$ cat src/rtl/cpu_pkg.sv
// ---------------------------------------------------------------------------
// cpu_pkg
//   Shared types for the 4-bit CPU instruction path:
//     instr_t    - one 8-bit instruction word {opecode, imm}
//     ld_state_t - program-loader session state
//     INSTR_NOP  - reset value of every instruction word (ADD A,0)
// ---------------------------------------------------------------------------
package cpu_pkg;

   typedef struct packed {
      logic [3:0] opecode;
      logic [3:0] imm;
   } instr_t;

   typedef enum logic [1:0] {
      LD_IDLE = 2'd0,
      LD_HI   = 2'd1,
      LD_LO   = 2'd2
   } ld_state_t;

   localparam instr_t INSTR_NOP = '0;

endpackage : cpu_pkg

$ cat src/rtl/prog_mem_loader.sv
// ---------------------------------------------------------------------------
// prog_mem_loader
//   Instruction memory for the 4-bit CPU with a nibble-stream program loader.
//   The CPU fetches {opecode, imm} combinationally at addr. A host loads a
//   program as high/low nibble pairs over a valid/ready handshake; while a
//   session is open cpu_hold keeps the CPU in reset.
//
// Ports
//   clk       in   1         rising-edge clock
//   rst       in   1         asynchronous active-high reset (clears memory)
//   addr      in   ADDR_W    fetch address
//   opecode   out  4         mem[addr] opcode
//   imm       out  4         mem[addr] immediate
//   ld_start  in   1         open / restart a load session
//   ld_valid  in   1         host nibble valid
//   ld_data   in   4         host nibble
//   ld_last   in   1         final word marker, sampled with the low nibble
//   ld_ready  out  1         loader accepts a nibble
//   cpu_hold  out  1         session open, CPU held in reset
//   words     out  ADDR_W+1  words written in the current/last session
// ---------------------------------------------------------------------------
module prog_mem_loader
   import cpu_pkg::*;
#(
   parameter  int ADDR_W = 4,
   localparam int DEPTH  = 2**ADDR_W
) (
   input  logic              clk,
   input  logic              rst,
   input  logic [ADDR_W-1:0] addr,
   output logic [3:0]        opecode,
   output logic [3:0]        imm,
   input  logic              ld_start,
   input  logic              ld_valid,
   input  logic [3:0]        ld_data,
   input  logic              ld_last,
   output logic              ld_ready,
   output logic              cpu_hold,
   output logic [ADDR_W:0]   words
);

   localparam logic [ADDR_W-1:0] LAST_ADDR = ADDR_W'(DEPTH - 1);
   localparam logic [ADDR_W-1:0] ADDR_ONE  = ADDR_W'(1);
   localparam logic [ADDR_W:0]   WORD_ONE  = (ADDR_W + 1)'(1);

   ld_state_t         state_q, state_d;
   logic [ADDR_W-1:0] wptr_q, wptr_d;
   logic [ADDR_W:0]   words_q, words_d;
   logic [3:0]        hi_q, hi_d;
   logic              we_s;
   logic              ready_s;
   logic              accept_s;
   instr_t            mem_q [DEPTH];
   instr_t            fetch_s;

   // Handshake outputs come straight from the state register so they never glitch.
   always_comb begin
      ready_s = 1'b0;
      case (state_q)
         LD_HI:   ready_s = 1'b1;
         LD_LO:   ready_s = 1'b1;
         default: ready_s = 1'b0;
      endcase
   end

   assign accept_s = ld_valid & ready_s;
   assign ld_ready = ready_s;
   assign cpu_hold = ready_s;
   assign words    = words_q;

   // Loader next-state: start/restart beats any same-cycle accept.
   always_comb begin
      state_d = state_q;
      wptr_d  = wptr_q;
      words_d = words_q;
      hi_d    = hi_q;
      we_s    = 1'b0;
      case (state_q)
         LD_IDLE: begin
            if (ld_start) begin
               state_d = LD_HI;
               wptr_d  = '0;
               words_d = '0;
            end else begin
               state_d = LD_IDLE;
            end
         end
         LD_HI: begin
            if (ld_start) begin
               state_d = LD_HI;
               wptr_d  = '0;
               words_d = '0;
            end else if (accept_s) begin
               hi_d    = ld_data;
               state_d = LD_LO;
            end else begin
               state_d = LD_HI;
            end
         end
         LD_LO: begin
            if (ld_start) begin
               state_d = LD_HI;
               wptr_d  = '0;
               words_d = '0;
            end else if (accept_s) begin
               we_s    = 1'b1;
               words_d = words_q + WORD_ONE;
               // The last slot closes the session; wptr parks there instead of wrapping.
               if (ld_last || (wptr_q == LAST_ADDR)) begin
                  state_d = LD_IDLE;
               end else begin
                  state_d = LD_HI;
               end
               if (wptr_q == LAST_ADDR) begin
                  wptr_d = wptr_q;
               end else begin
                  wptr_d = wptr_q + ADDR_ONE;
               end
            end else begin
               state_d = LD_LO;
            end
         end
         default: begin
            state_d = LD_IDLE;
         end
      endcase
   end

   // Loader state, pointer, counter and high-nibble holding register.
   always_ff @(posedge clk or posedge rst) begin
      if (rst) begin
         state_q <= LD_IDLE;
         wptr_q  <= '0;
         words_q <= '0;
         hi_q    <= 4'h0;
      end else begin
         state_q <= state_d;
         wptr_q  <= wptr_d;
         words_q <= words_d;
         hi_q    <= hi_d;
      end
   end

   // Instruction memory; reset wipes any partially loaded program.
   always_ff @(posedge clk or posedge rst) begin
      if (rst) begin
         for (int i = 0; i < DEPTH; i++) begin
            mem_q[i] <= INSTR_NOP;
         end
      end else if (we_s) begin
         mem_q[wptr_q] <= {hi_q, ld_data};
      end
   end

   assign fetch_s = mem_q[addr];
   assign opecode = fetch_s.opecode;
   assign imm     = fetch_s.imm;

endmodule : prog_mem_loader
$ cat config.mk
export PLATFORM = sky130hd
export DESIGN_NAME = prog_mem_loader
export DESIGN_NICKNAME = d
export VERILOG_FILES = /design/src/rtl/cpu_pkg.sv /design/src/rtl/prog_mem_loader.sv
export SDC_FILE = /design/constraint.sdc
export NUM_CORES = 1
export LEC_CHECK = 0
export CAP_MARGIN = 20
export CORE_MARGIN = 2
export CORE_UTILIZATION = 45
export DETAILED_ROUTE_END_ITERATION = 10
export PLACE_DENSITY_LB_ADDON = 0.05
export RECOVER_POWER = 25
export SLEW_MARGIN = 10
export SYNTH_ARGS = -nofsm -noshare
export SYNTH_HDL_FRONTEND = slang
export SYNTH_SLANG_ARGS = --single-unit
$ cat constraint.sdc
create_clock -name clk -period 6.8 [get_ports clk]
set_clock_uncertainty 0.05 [all_clocks]
set_input_delay 1.7 -clock clk [delete_from_list [all_inputs] [get_ports clk]]
set_output_delay 1.7 -clock clk [all_outputs]
set_load 0.01 [all_outputs]
==> insert_results.sql, run 1 <==
INSERT INTO impl_metrics (metric_group, metric, value, unit) VALUES
('outcome', 'status', 'complete, no violations', ''),
('floorplanning', 'die_width', '127.3', 'um'),
('place', 'dpl.hpwl', '9.355', 'mm'),
('yosys', 'synth_top_flop_cell', 'dfrtp_1', ''),
('cells_and_area', 'final.fill_count', '1309', ''),
('cells_and_area', 'areaGrowthSynthToFinish', '14.51', '%'),
('floorplanning', 'initial_core_util', '0.4549', ''),
('timing', 'hold_viol', '0', ''),
('routing', 'drt_pre_antenna_iters', '4', ''),
('yosys', 'synthesis.yosys.warnings', '0', ''),
('timing', 'timing.max_slew.rel_slack', '0.3737', ''),
('routing', 'route.antenna.remaining_nets', '0', ''),
('hold_path', 'hold_path_depth', '1', ''),
('critical_path', 'worst_setup_path_start_kind', 'primary input', ''),
('pwr', 'irDropWorstVdd', '193.3', 'uV'),
('timing', 'timing.fmax', '0.1793', 'GHz'),
('yosys', 'syn_avg_cell_area', '15.03', 'um2'),
('global_route', 'globalRouteOverflowTotal', '0', ''),
('critical_path', 'worst_ep_required_time', '5.05', 'ns'),
('yosys', 'synth_sequential_area_ratio', '0.5232', ''),
('clock_network', 'cts.hold.buffers_added', '0', ''),
('yosys', 'netlist_area', '6839', 'um2'),
('timing', 'number_of_setup_violations_in_the_final_report', '0', ''),
('clock_network', 'cts_repair_resized_insts', '0', ''),
('routing', 'route.detailed.vias_per_inst', '5.674', ''),
('floorplanning', 'cell_row_count', '45', ''),
('clock_network', 'insertion_delay_of_the_later_clocked_pin_in_the_worst_skew_pair', '0.42', 'ns'),
('floorplanning', 'io_pins', '28', ''),
('pwr', 'power.static_leakage', '3.774', 'nW'),
('floorplanning', 'floorplan.core_area', '15030', 'um2'),
('yosys', 'asyncSetResetFlopFracSynth', '1.000', ''),
('cells_and_area', 'post_route_cells_drive_above_1_share', '0.4560', ''),
('clock_network', 'clkTransAtPathRegs', '0.06', 'ns'),
('cells_and_area', 'design.final.nets', '499', ''),
('timing', 'finalSetupTns', '0', 'ns'),
('critical_path', 'worst-setup-path-type', 'primary input to primary output', ''),
('clock_network', 'clockBufferDepth', '2', ''),
('floorplanning', 'die_height', '127.3', 'um'),
('cells_and_area', 'final_cell_mix', 'dfrtp_1 (143), mux2_2 (109), mux4_2 (32)', ''),
('yosys', 'gate_count_of_the_mapped_netlist', '455', ''),
('routing', 'postRouteWirelength', '14.79', 'mm'),
('floorplanning', 'floorplan.die_area', '16200', 'um2'),
('global_route', 'grt_pass1_wl', '24.17', 'mm'),
('yosys', 'synth_nets', '478', ''),
('timing', 'final-max-slew-violation-count', '0', ''),
('hold_path', 'min-delay-path-class', 'flop to flop', ''),
('critical_path', 'critical_path.endpoint_type', 'primary output', ''),
('routing', 'via_count', '3841', ''),
('routing', 'first_iter_violations', '193', ''),
('critical_path', 'cp_data_arrival_time', '3.83', 'ns'),
('cells_and_area', 'antenna_cells', '0', ''),
('global_route', 'grt_antenna_before_repair', '0', ''),
('pwr', 'p_per_area', '263.0', 'nW/um2'),
('job', 'drv.max_cap_violation_count', '0', ''),
('global_route', 'first_global_vias', '4073', ''),
('place', 'port_buffers', '27', ''),
('global_route', 'maximum_number_of_pins_on_one_net_before_global_route_repair', '103', ''),
('clock_network', 'cts_tree', 'done', ''),
('clock_network', 'postCtsSetupBuffers', '0', ''),
('cells_and_area', 'final_common_cell', 'dfrtp_1', ''),
('cells_and_area', 'finalCoreUtilization', '0.5209', ''),
('place', 'globalplace.congestion', '0.7509', ''),
('yosys', 'ys_top_cells_by_area', 'dfrtp_1 (52%), mux2_2 (18%), mux4_2 (11%), mux2_4 (5.3%), ha_1 (1.8%)', ''),
('clock_network', 'cts_sinks', '143', ''),
('yosys', 'synth_area_leader_cell', 'dfrtp_1', ''),
('timing', 'tightest_slew', '0.9395', 'ns'),
('clock_network', 'cts_root_buffer', 'clkbuf_16', ''),
('timing', 'setup_slack', '1.221', 'ns'),
('clock_network', 'num_cts_buffers', '17', ''),
('yosys', 'netlist-cell-type-count', '37', ''),
('yosys', 'synth_seq_cells', '143', ''),
('yosys', 'post_synth_edffs', '0', ''),
('critical_path', 'crit_fanout', '32', ''),
('routing', 'detail_route.wl_per_cell', '21.84', 'um'),
('clock_network', 'ctsHtreeMaxLevel', '4', ''),
('yosys', 'synth_largest_type_area_fraction', '0.5232', ''),
('place', 'preCtsSetupSlack', '1.206', 'ns'),
('timing', 'period_share', '0.8204', ''),
('timing', 'rsz0062_at_grt', 'false', ''),
('critical_path', 'reg2regPathDepth', '6', ''),
('global_route', 'grt_use_total', '0.2003', ''),
('timing', 'finalWorstPathRequiredPeriod', '5.579', 'ns'),
('routing', 'post-route-drc-count', '0', '');
layer usage:
layer / vias up / GRT usage / share of wire
li1: 1725 / - / -
met1: 2047 / 0.2845 / 0.48
met2: 55 / 0.3095 / 0.47
met3: 14 / 0.05318 / 0.033
met4: 0 / 0.05042 / 0.010
met5: - / 0 / 0
stage by stage:
| stage | total power, mW | area, um2 | instances | hold WS (ns) |
|---|---|---|---|---|
| 3_5_place_dp | 1.176 | 7259 | 645 | 0.4211 |
| 3_3_place_gp | 1.167 | 7259 | 645 | 0.4204 |
| 2_1_floorplan | 1.092 | 6839 | 455 | 0.4238 |
| 5_1_grt | 2.155 | 7831 | 677 | 0.4527 |
| 6_report | 2.059 | 7831 | 677 | 0.4320 |
| 4_1_cts | 2.084 | 7834 | 677 | 0.4357 |
power breakdown:
part           switching (mW)  internal, mW
logic                   0.103        0.0900
registers              0.0787         0.884
clock network           0.386         0.517
total                   0.568          1.49
final cells by class:
class,count,area [um2],share of cell area
clock inverters,14,135.1,0.01726
well taps,188,235.2,0.03004
flip-flops and latches,143,3578,0.4569
inverters,6,27.53,0.003515
repair buffers,32,327.8,0.04186
multi-input cells,276,3088,0.3943
clock buffers,18,439.2,0.05608
worst max-delay path, stage by stage:
cell	delay, ns
clkdlybuf4s50_1	0.50
buf_12	0.24
mux4_2	0.53
a22oi_1	0.25
nand2_1	0.11
clkdlybuf4s50_1	0.48
Yosys cell counts (5+ instances only):
cell type	number
clkbuf_1	14
mux2_4	24
and3_1	5
a21oi_1	5
ha_1	10
buf_4	7
mux4_2	32
nor2_1	5
o21ai_0	8
buf_2	6
dfrtp_1	143
nand2_2	10
nand2_1	19
inv_1	6
a22oi_1	16
mux2_2	109
logic make-up (layout without fill, tap and decap cells):
| logic type | Yosys count | after routing | share of synthesized area |
|---|---|---|---|
| AND/OR/NAND/NOR | 60 | 60 | 0.05397 |
| flip-flops | 143 | 143 | 0.5232 |
| AO/OA/AOI/OAI | 41 | 41 | 0.04208 |
| adder cells (fa/ha/maj) | 10 | 10 | 0.01829 |
| multiplexers | 165 | 165 | 0.3375 |
| buffers and inverters | 36 | 70 | 0.02488 |
final timing paths:
check | start | endpoint | slack, ns
max in group asynchronous | rst | mem_q[98] | 3.65
worst max register to register | state_q[0] | mem_q[1] | 4.16
worst max-delay path | addr[1] | opecode[2] | 1.22
worst min-delay path | words[4] | words[4] | 0.43
worst min register to register | words[4] | words[4] | 0.43
min in group asynchronous | rst | mem_q[60] | 1.93
flip-flops by register name, indices dropped and copies added (netlist names):
signal   cells
mem_q      128
words        5
hi_q         4
wptr_q       4
state_q      2
No activity file was read; power rests on OpenSTA's default activity.
==> inputs of run 2 (changes only) <==
Clock period 6.8 ns to 5.67 ns, I/O delays scaled along.
==> run 2 against run 1 <==
Die area did not move. Final cell count rose by 0.59%. Total power rose by 27%. The run now ends with capacitance limit, slew limit left. Clock power rose by 35%. Design area rose by 1.2%. Largest cell class unchanged.
==> insert_results.sql, run 2 (synthesis gave the netlist of run 1 again) <==
INSERT INTO impl_metrics (metric_group, metric, value, unit) VALUES
('critical_path', 'worst_setup_path_start_kind', 'primary input', ''),
('floorplanning', 'io_pins', '28', ''),
('floorplanning', 'cell_row_count', '45', ''),
('cells_and_area', 'final-seq-area', '3578', 'um2'),
('clock_network', 'clockBufferDepth', '2', ''),
('cells_and_area', 'registers.top_by_ff_count', 'mem_q', ''),
('clock_network', 'num_cts_buffers', '17', ''),
('cells_and_area', 'finalInstanceArea', '7923', 'um2'),
('critical_path', 'crit_top_cell', 'clkdlybuf4s50_1', ''),
('job', 'drv.max_cap_violation_count', '1', ''),
('timing', 'hold_viol', '0', ''),
('floorplanning', 'die_width', '127.3', 'um'),
('timing', 'rsz0062_at_grt', 'false', ''),
('global_route', 'grt_pass1_wl', '24.78', 'mm'),
('floorplanning', 'die_height', '127.3', 'um'),
('place', 'globalplace.congestion', '0.7227', ''),
('routing', 'route.detailed.vias_per_inst', '5.705', ''),
('critical_path', 'cp.buffers_inverters', '3', ''),
('place', 'dp.cells', '649', ''),
('clock_network', 'clkTransAtPathRegs', '0.06', 'ns'),
('global_route', 'met1_usage', '0.2928', ''),
('routing', 'postRouteWirelength', '15.46', 'mm'),
('global_route', 'first_global_vias', '4217', ''),
('timing', 'finalSetupTns', '0', 'ns'),
('global_route', 'grtUsageMet3', '0.05067', ''),
('cells_and_area', 'final_cell_mix', 'dfrtp_1 (143), mux2_2 (109), mux4_2 (32)', ''),
('cells_and_area', 'design.final.nets', '503', ''),
('global_route', 'globalRouteOverflowTotal', '0', ''),
('critical_path', 'critical_path.slowest_cell', 'clkdlybuf4s50_1', ''),
('hold_path', 'min-delay-path-class', 'flop to flop', ''),
('critical_path', 'worstPathCellList', 'clkdlybuf4s50_1 -> buf_4 -> mux4_2 -> a22oi_1 -> nand2_1 -> clkdlybuf4s50_1', ''),
('clock_network', 'cts_tree', 'done', ''),
('cells_and_area', 'areaGrowthSynthToFinish', '15.84', '%'),
('critical_path', 'worst_ep_required_time', '4.20', 'ns'),
('floorplanning', 'floorplan.core_area', '15030', 'um2'),
('global_route', 'maximum_number_of_pins_on_one_net_before_global_route_repair', '75', ''),
('cells_and_area', 'post_route_cells_drive_above_1_share', '0.4604', ''),
('floorplanning', 'floorplan.die_area', '16200', 'um2'),
('place', 'dpl.hpwl', '9.692', 'mm'),
('cells_and_area', 'layout.cells.non_filler', '681', ''),
('timing', 'timing.fmax', '0.1979', 'GHz'),
('routing', 'post-route-drc-count', '0', ''),
('timing', 'period_share', '0.8910', ''),
('critical_path', 'cp_data_arrival_time', '3.58', 'ns'),
('clock_network', 'cts_root_buffer', 'clkbuf_16', ''),
('place', 'port_buffers', '27', ''),
('pwr', 'irDropWorstVdd', '226.3', 'uV'),
('global_route', 'gr-max-usage-layer', 'met2', ''),
('routing', 'route.antenna.remaining_nets', '0', ''),
('critical_path', 'crit_family', 'buffers and inverters', ''),
('critical_path', 'critPathMaxStageDelay', '0.53', 'ns'),
('timing', 'number_of_setup_violations_in_the_final_report', '0', ''),
('outcome', 'status', 'complete, but fails checks', ''),
('clock_network', 'insertion_delay_of_the_later_clocked_pin_in_the_worst_skew_pair', '0.42', 'ns'),
('place', 'post_detailed_placement_cell_area', '7277', 'um2'),
('timing', 'final-max-slew-violation-count', '75', ''),
('critical_path', 'critical_path.endpoint_type', 'primary output', ''),
('timing', 'timing.max_slew.rel_slack', '-0.9421', ''),
('cells_and_area', 'largest_register_ffs', '128', ''),
('timing', 'tightest_slew', '2.913', 'ns'),
('routing', 'via_count', '3885', ''),
('global_route', 'grt_use_total', '0.2081', ''),
('cells_and_area', 'final_common_cell', 'dfrtp_1', ''),
('cells_and_area', 'finalCoreUtilization', '0.5270', ''),
('outcome', 'failed_checks', 'capacitance limit, slew limit', ''),
('clock_network', 'ctsHtreeMaxLevel', '4', ''),
('floorplanning', 'initial_core_util', '0.4549', ''),
('routing', 'detail_route.wl_per_cell', '22.70', 'um'),
('cells_and_area', 'multiInputGateArea', '3090', 'um2'),
('clock_network', 'cts.hold.buffers_added', '0', ''),
('cells_and_area', 'final.fill_count', '1235', ''),
('global_route', 'globalRouteMet2Util', '0.3227', ''),
('clock_network', 'postCtsSetupBuffers', '0', ''),
('cells_and_area', 'antenna_cells', '0', ''),
('pwr', 'power.static_leakage', '3.842', 'nW'),
('timing', 'finalWorstPathRequiredPeriod', '5.052', 'ns'),
('global_route', 'grt_antenna_before_repair', '0', ''),
('routing', 'first_iter_violations', '163', ''),
('critical_path', 'worst-setup-path-type', 'primary input to primary output', ''),
('routing', 'drt_pre_antenna_iters', '6', ''),
('critical_path', 'crit_fanout', '19', ''),
('clock_network', 'cts_repair_resized_insts', '0', ''),
('pwr', 'p_per_area', '329.5', 'nW/um2'),
('clock_network', 'cts_sinks', '143', '');
==> run 2: cell types whose count changed in the layout (fill, tap and decap cells not counted), moves of 3 or more <==
cell / previous run / this run
buf_4: 3 / 8
inv_6: 4 / 0
bufinv_16: 1 / 4
clkinvlp_4: 4 / 1
clkbuf_8: 1 / 5
clkinv_2: 1 / 4
clkinv_4: 5 / 1
==> run 2: path summary, 6_finish.rpt <==
| check | to | startpoint | slack [ns] | cells past startpoint |
|---|---|---|---|---|
| worst max-delay path | opecode[1] | addr[1] | 0.62 | 6 |
| worst min-delay path | words[4] | words[4] | 0.43 | 1 |
| worst max register to register | mem_q[78] | state_q[1] | 3.19 | 6 |
| worst min register to register | words[4] | words[4] | 0.43 | 1 |
| max in group asynchronous | mem_q[117] | rst | 1.38 | 3 |
| min in group asynchronous | mem_q[12] | rst | 2.45 | 2 |
==> run 2: worst register-to-register path, stage by stage (launching register included) <==
cell and delay (ns):
dfrtp_1 0.45, inv_1 0.12, ha_1 0.34, and2_1 0.34
and3_1 0.43, nand2_2 0.28, mux2_2 0.36
==> run 2: metrics by stage <==
step | hold slack [ns] | setup WS [ns] | power (mW)
2_1_floorplan | 0.4238 | 0.3646 | 1.309
3_3_place_gp | 0.4236 | 0.6290 | 1.405
3_5_place_dp | 0.4215 | 0.5985 | 1.415
4_1_cts | 0.4365 | 0.5945 | 2.638
5_1_grt | 0.4610 | 0.4763 | 2.714
6_report | 0.4348 | 0.6179 | 2.611
==> run 2: report_power, final <==
group          switching, mW  internal (mW)  total [mW]
Clock                  0.428          0.792        1.22
Sequential            0.0976           1.06        1.16
Combinational          0.124          0.109       0.233
==> run 2: layout make-up <==
class,instances,share of cell area
repair buffers,36,0.04359
flip-flops and latches,143,0.4517
well taps,188,0.02969
inverters,6,0.002843
clock buffers,22,0.06238
clock inverters,10,0.01974
multi-input cells,276,0.3901
==> run 2: metal layers <==
metal | routed length (um) | vias up
met5 | 0 | -
met4 | 97 | 0
met3 | 581 | 8
met2 | 7357 | 65
met1 | 7426 | 2082
li1 | - | 1730
==> inputs of run 3 (changes only) <==
Settings changed: GPL_TIMING_DRIVEN from default to 0.
==> run 3 against run 2 <==
Die area is the same. Via count rose by 3.5%. Highest routed layer unchanged. Design area up 0.82%. Critical path depth did not move. The flow still finishes with violations (capacitance limit, slew limit). Sequential power fell by 4%.
==> insert_results.sql, run 3 (synthesis gave the netlist of run 1 again) <==
INSERT INTO impl_metrics (metric_group, metric, value, unit) VALUES
('global_route', 'grt_pass1_wl', '24.84', 'mm'),
('floorplanning', 'io_pins', '28', ''),
('floorplanning', 'initial_core_util', '0.4549', ''),
('clock_network', 'insertion_delay_of_the_later_clocked_pin_in_the_worst_skew_pair', '0.42', 'ns'),
('global_route', 'maximum_number_of_pins_on_one_net_before_global_route_repair', '95', ''),
('clock_network', 'clockBufferDepth', '2', ''),
('clock_network', 'cts_repair_resized_insts', '0', ''),
('job', 'drv.max_cap_violation_count', '1', ''),
('clock_network', 'cts.hold.buffers_added', '0', ''),
('pwr', 'clock_power_share', '0.468', ''),
('critical_path', 'worst-r2r-setup-slack', '3.24', 'ns'),
('cells_and_area', 'registers.top_by_ff_count', 'mem_q', ''),
('floorplanning', 'floorplan.die_area', '16200', 'um2'),
('cells_and_area', 'finalCoreUtilization', '0.5313', ''),
('global_route', 'globalRouteOverflowTotal', '0', ''),
('timing', 'number_of_setup_violations_in_the_final_report', '0', ''),
('timing', 'period_share', '0.9303', ''),
('critical_path', 'critical_path.endpoint_type', 'primary output', ''),
('critical_path', 'crit_fanout', '10', ''),
('place', 'dp.cells', '669', ''),
('cells_and_area', 'final_cell_mix', 'dfrtp_1 (143), mux2_2 (109), mux4_2 (32)', ''),
('critical_path', 'cp_data_arrival_time', '3.81', 'ns'),
('critical_path', 'worst-setup-path-type', 'primary input to primary output', ''),
('cells_and_area', 'post_route_cells_drive_above_1_share', '0.4542', ''),
('pwr', 'irDropWorstVdd', '227.8', 'uV'),
('global_route', 'grt_use_total', '0.2096', ''),
('cells_and_area', 'largest_register_ffs', '128', ''),
('critical_path', 'reg2regPathDepth', '8', ''),
('pwr', 'power.static_leakage', '3.855', 'nW'),
('cells_and_area', 'antenna_cells', '0', ''),
('clock_network', 'postCtsSetupBuffers', '0', ''),
('cells_and_area', 'areaGrowthSynthToFinish', '16.79', '%'),
('critical_path', 'regToRegEndpoint', 'mem_q[115]', ''),
('critical_path', 'regToRegStartpoint', 'state_q[0]', ''),
('critical_path', 'worst_ep_required_time', '4.20', 'ns'),
('cells_and_area', 'finalInstanceArea', '7988', 'um2'),
('hold_path', 'hold_path_depth', '1', ''),
('outcome', 'status', 'complete, but fails checks', ''),
('clock_network', 'cts_root_buffer', 'clkbuf_16', ''),
('floorplanning', 'cell_row_count', '45', ''),
('clock_network', 'clkTransAtPathRegs', '0.06', 'ns'),
('pwr', 'share_of_total_power_in_combinational_logic', '0.111', ''),
('timing', 'finalWorstPathRequiredPeriod', '5.275', 'ns'),
('floorplanning', 'floorplan.core_area', '15030', 'um2'),
('hold_path', 'hold_path_end', 'words[4]', ''),
('place', 'post_detailed_placement_cell_area', '7360', 'um2'),
('pwr', 'p_per_area', '330.5', 'nW/um2'),
('pwr', 'p_total', '2.640', 'mW'),
('clock_network', 'num_cts_buffers', '17', ''),
('timing', 'timing.fmax', '0.1896', 'GHz'),
('cells_and_area', 'final_common_cell', 'dfrtp_1', ''),
('routing', 'detail_route.wl_per_cell', '22.06', 'um'),
('timing', 'timing.max_slew.rel_slack', '-0.5088', ''),
('timing', 'hold_viol', '0', ''),
('clock_network', 'cts_sinks', '143', ''),
('routing', 'first_iter_violations', '210', ''),
('place', 'port_buffers', '25', ''),
('routing', 'post-route-drc-count', '0', ''),
('pwr', 'sw_frac_of_total', '0.2529', ''),
('floorplanning', 'die_height', '127.3', 'um'),
('global_route', 'first_global_vias', '4261', ''),
('outcome', 'failed_checks', 'capacitance limit, slew limit', ''),
('timing', 'holdWs', '0.4303', 'ns'),
('pwr', 'seqPwrFrac', '0.421', ''),
('hold_path', 'worst_hold_startpoint', 'words[4]', ''),
('pwr', 'total_switching_power', '0.6676', 'mW'),
('cells_and_area', 'layout.cells.non_filler', '701', ''),
('routing', 'drt_pre_antenna_iters', '4', ''),
('clock_network', 'cts_tree', 'done', ''),
('routing', 'route.detailed.vias_per_inst', '5.736', ''),
('critical_path', 'worst_setup_path_start_kind', 'primary input', ''),
('place', 'dpl.hpwl', '9.931', 'mm'),
('hold_path', 'min-delay-path-class', 'flop to flop', ''),
('timing', 'tightest_slew', '2.251', 'ns'),
('timing', 'rsz0062_at_grt', 'false', ''),
('routing', 'route.antenna.remaining_nets', '0', ''),
('routing', 'postRouteWirelength', '15.46', 'mm'),
('timing', 'final-max-slew-violation-count', '51', ''),
('cells_and_area', 'design.final.nets', '523', ''),
('place', 'globalplace.congestion', '0.7456', ''),
('routing', 'via_count', '4021', ''),
('global_route', 'grt_antenna_before_repair', '0', ''),
('floorplanning', 'die_width', '127.3', 'um'),
('pwr', 'cell_internal_pwr', '1.972', 'mW'),
('clock_network', 'ctsHtreeMaxLevel', '4', '');
[run 3: cell count changes in the layout (fill, tap and decap cells not counted), moves of 2 or more]
| cell | delta |
|---|---|
| clkinv_2 | -2 |
| clkbuf_8 | -4 |
| buf_2 | +5 |
| clkbuf_1 | +14 |
| buf_1 | +2 |
| clkinvlp_4 | +4 |
[run 3: how the worst max path moves through the flow]
stage | to | from | slack (ns)
5_1_grt | opecode[2] | addr[1] | 0.37
2_1_floorplan | hi_q[0] | rst | 0.36
3_3_place_gp | mem_q[97] | rst | -1.68
3_5_place_dp | imm[1] | addr[1] | 0.47
6_report | opecode[1] | addr[1] | 0.39
4_1_cts | opecode[1] | addr[1] | 0.47
[run 3: metal layers]
metal | track usage | share of wire | up-vias
met2 | 0.3268 | 0.47 | 50
li1 | - | - | 1789
met3 | 0.04313 | 0.027 | 19
met1 | 0.2986 | 0.49 | 2163
met4 | 0.06399 | 0.012 | 0
met5 | 0 | 0 | -
[run 3: per-stage QoR]
stage / TNS, ns / worst slack (ns)
after floorplan: 0 / 0.3646
after detailed placement: 0 / 0.4701
after global placement: -238.96 / -1.681
final: 0 / 0.3950
after global routing: 0 / 0.3722
after CTS: 0 / 0.4651
[run 3: area by class of cell]
class	count	area, um2
fill	1259	7046
sequential	143	3578
multi-input combinational	276	3090
clock buffer	18	439.2
timing repair buffer	26	257.7
tap	188	235.2
clock inverter	14	215.2
buffer	30	147.6
inverter	6	23.77
[run 3: power by group through the flow]
| stage | clock network, mW | logic [mW] | registers [mW] |
|---|---|---|---|
| 2_1_floorplan | 0 | 0.197 | 1.11 |
| 3_3_place_gp | 0 | 0.293 | 1.13 |
| 3_5_place_dp | 0 | 0.301 | 1.13 |
| 4_1_cts | 1.26 | 0.302 | 1.11 |
| 5_1_grt | 1.31 | 0.326 | 1.12 |
| 6_report | 1.24 | 0.294 | 1.11 |
[run 3: worst max-delay path, cell delays in order]
cell and delay [ns]:
clkbuf_1 0.22, clkbuf_1 0.76, mux4_2 0.43, a22oi_1 0.32, nand2_1 0.14, clkdlybuf4s50_1 0.51
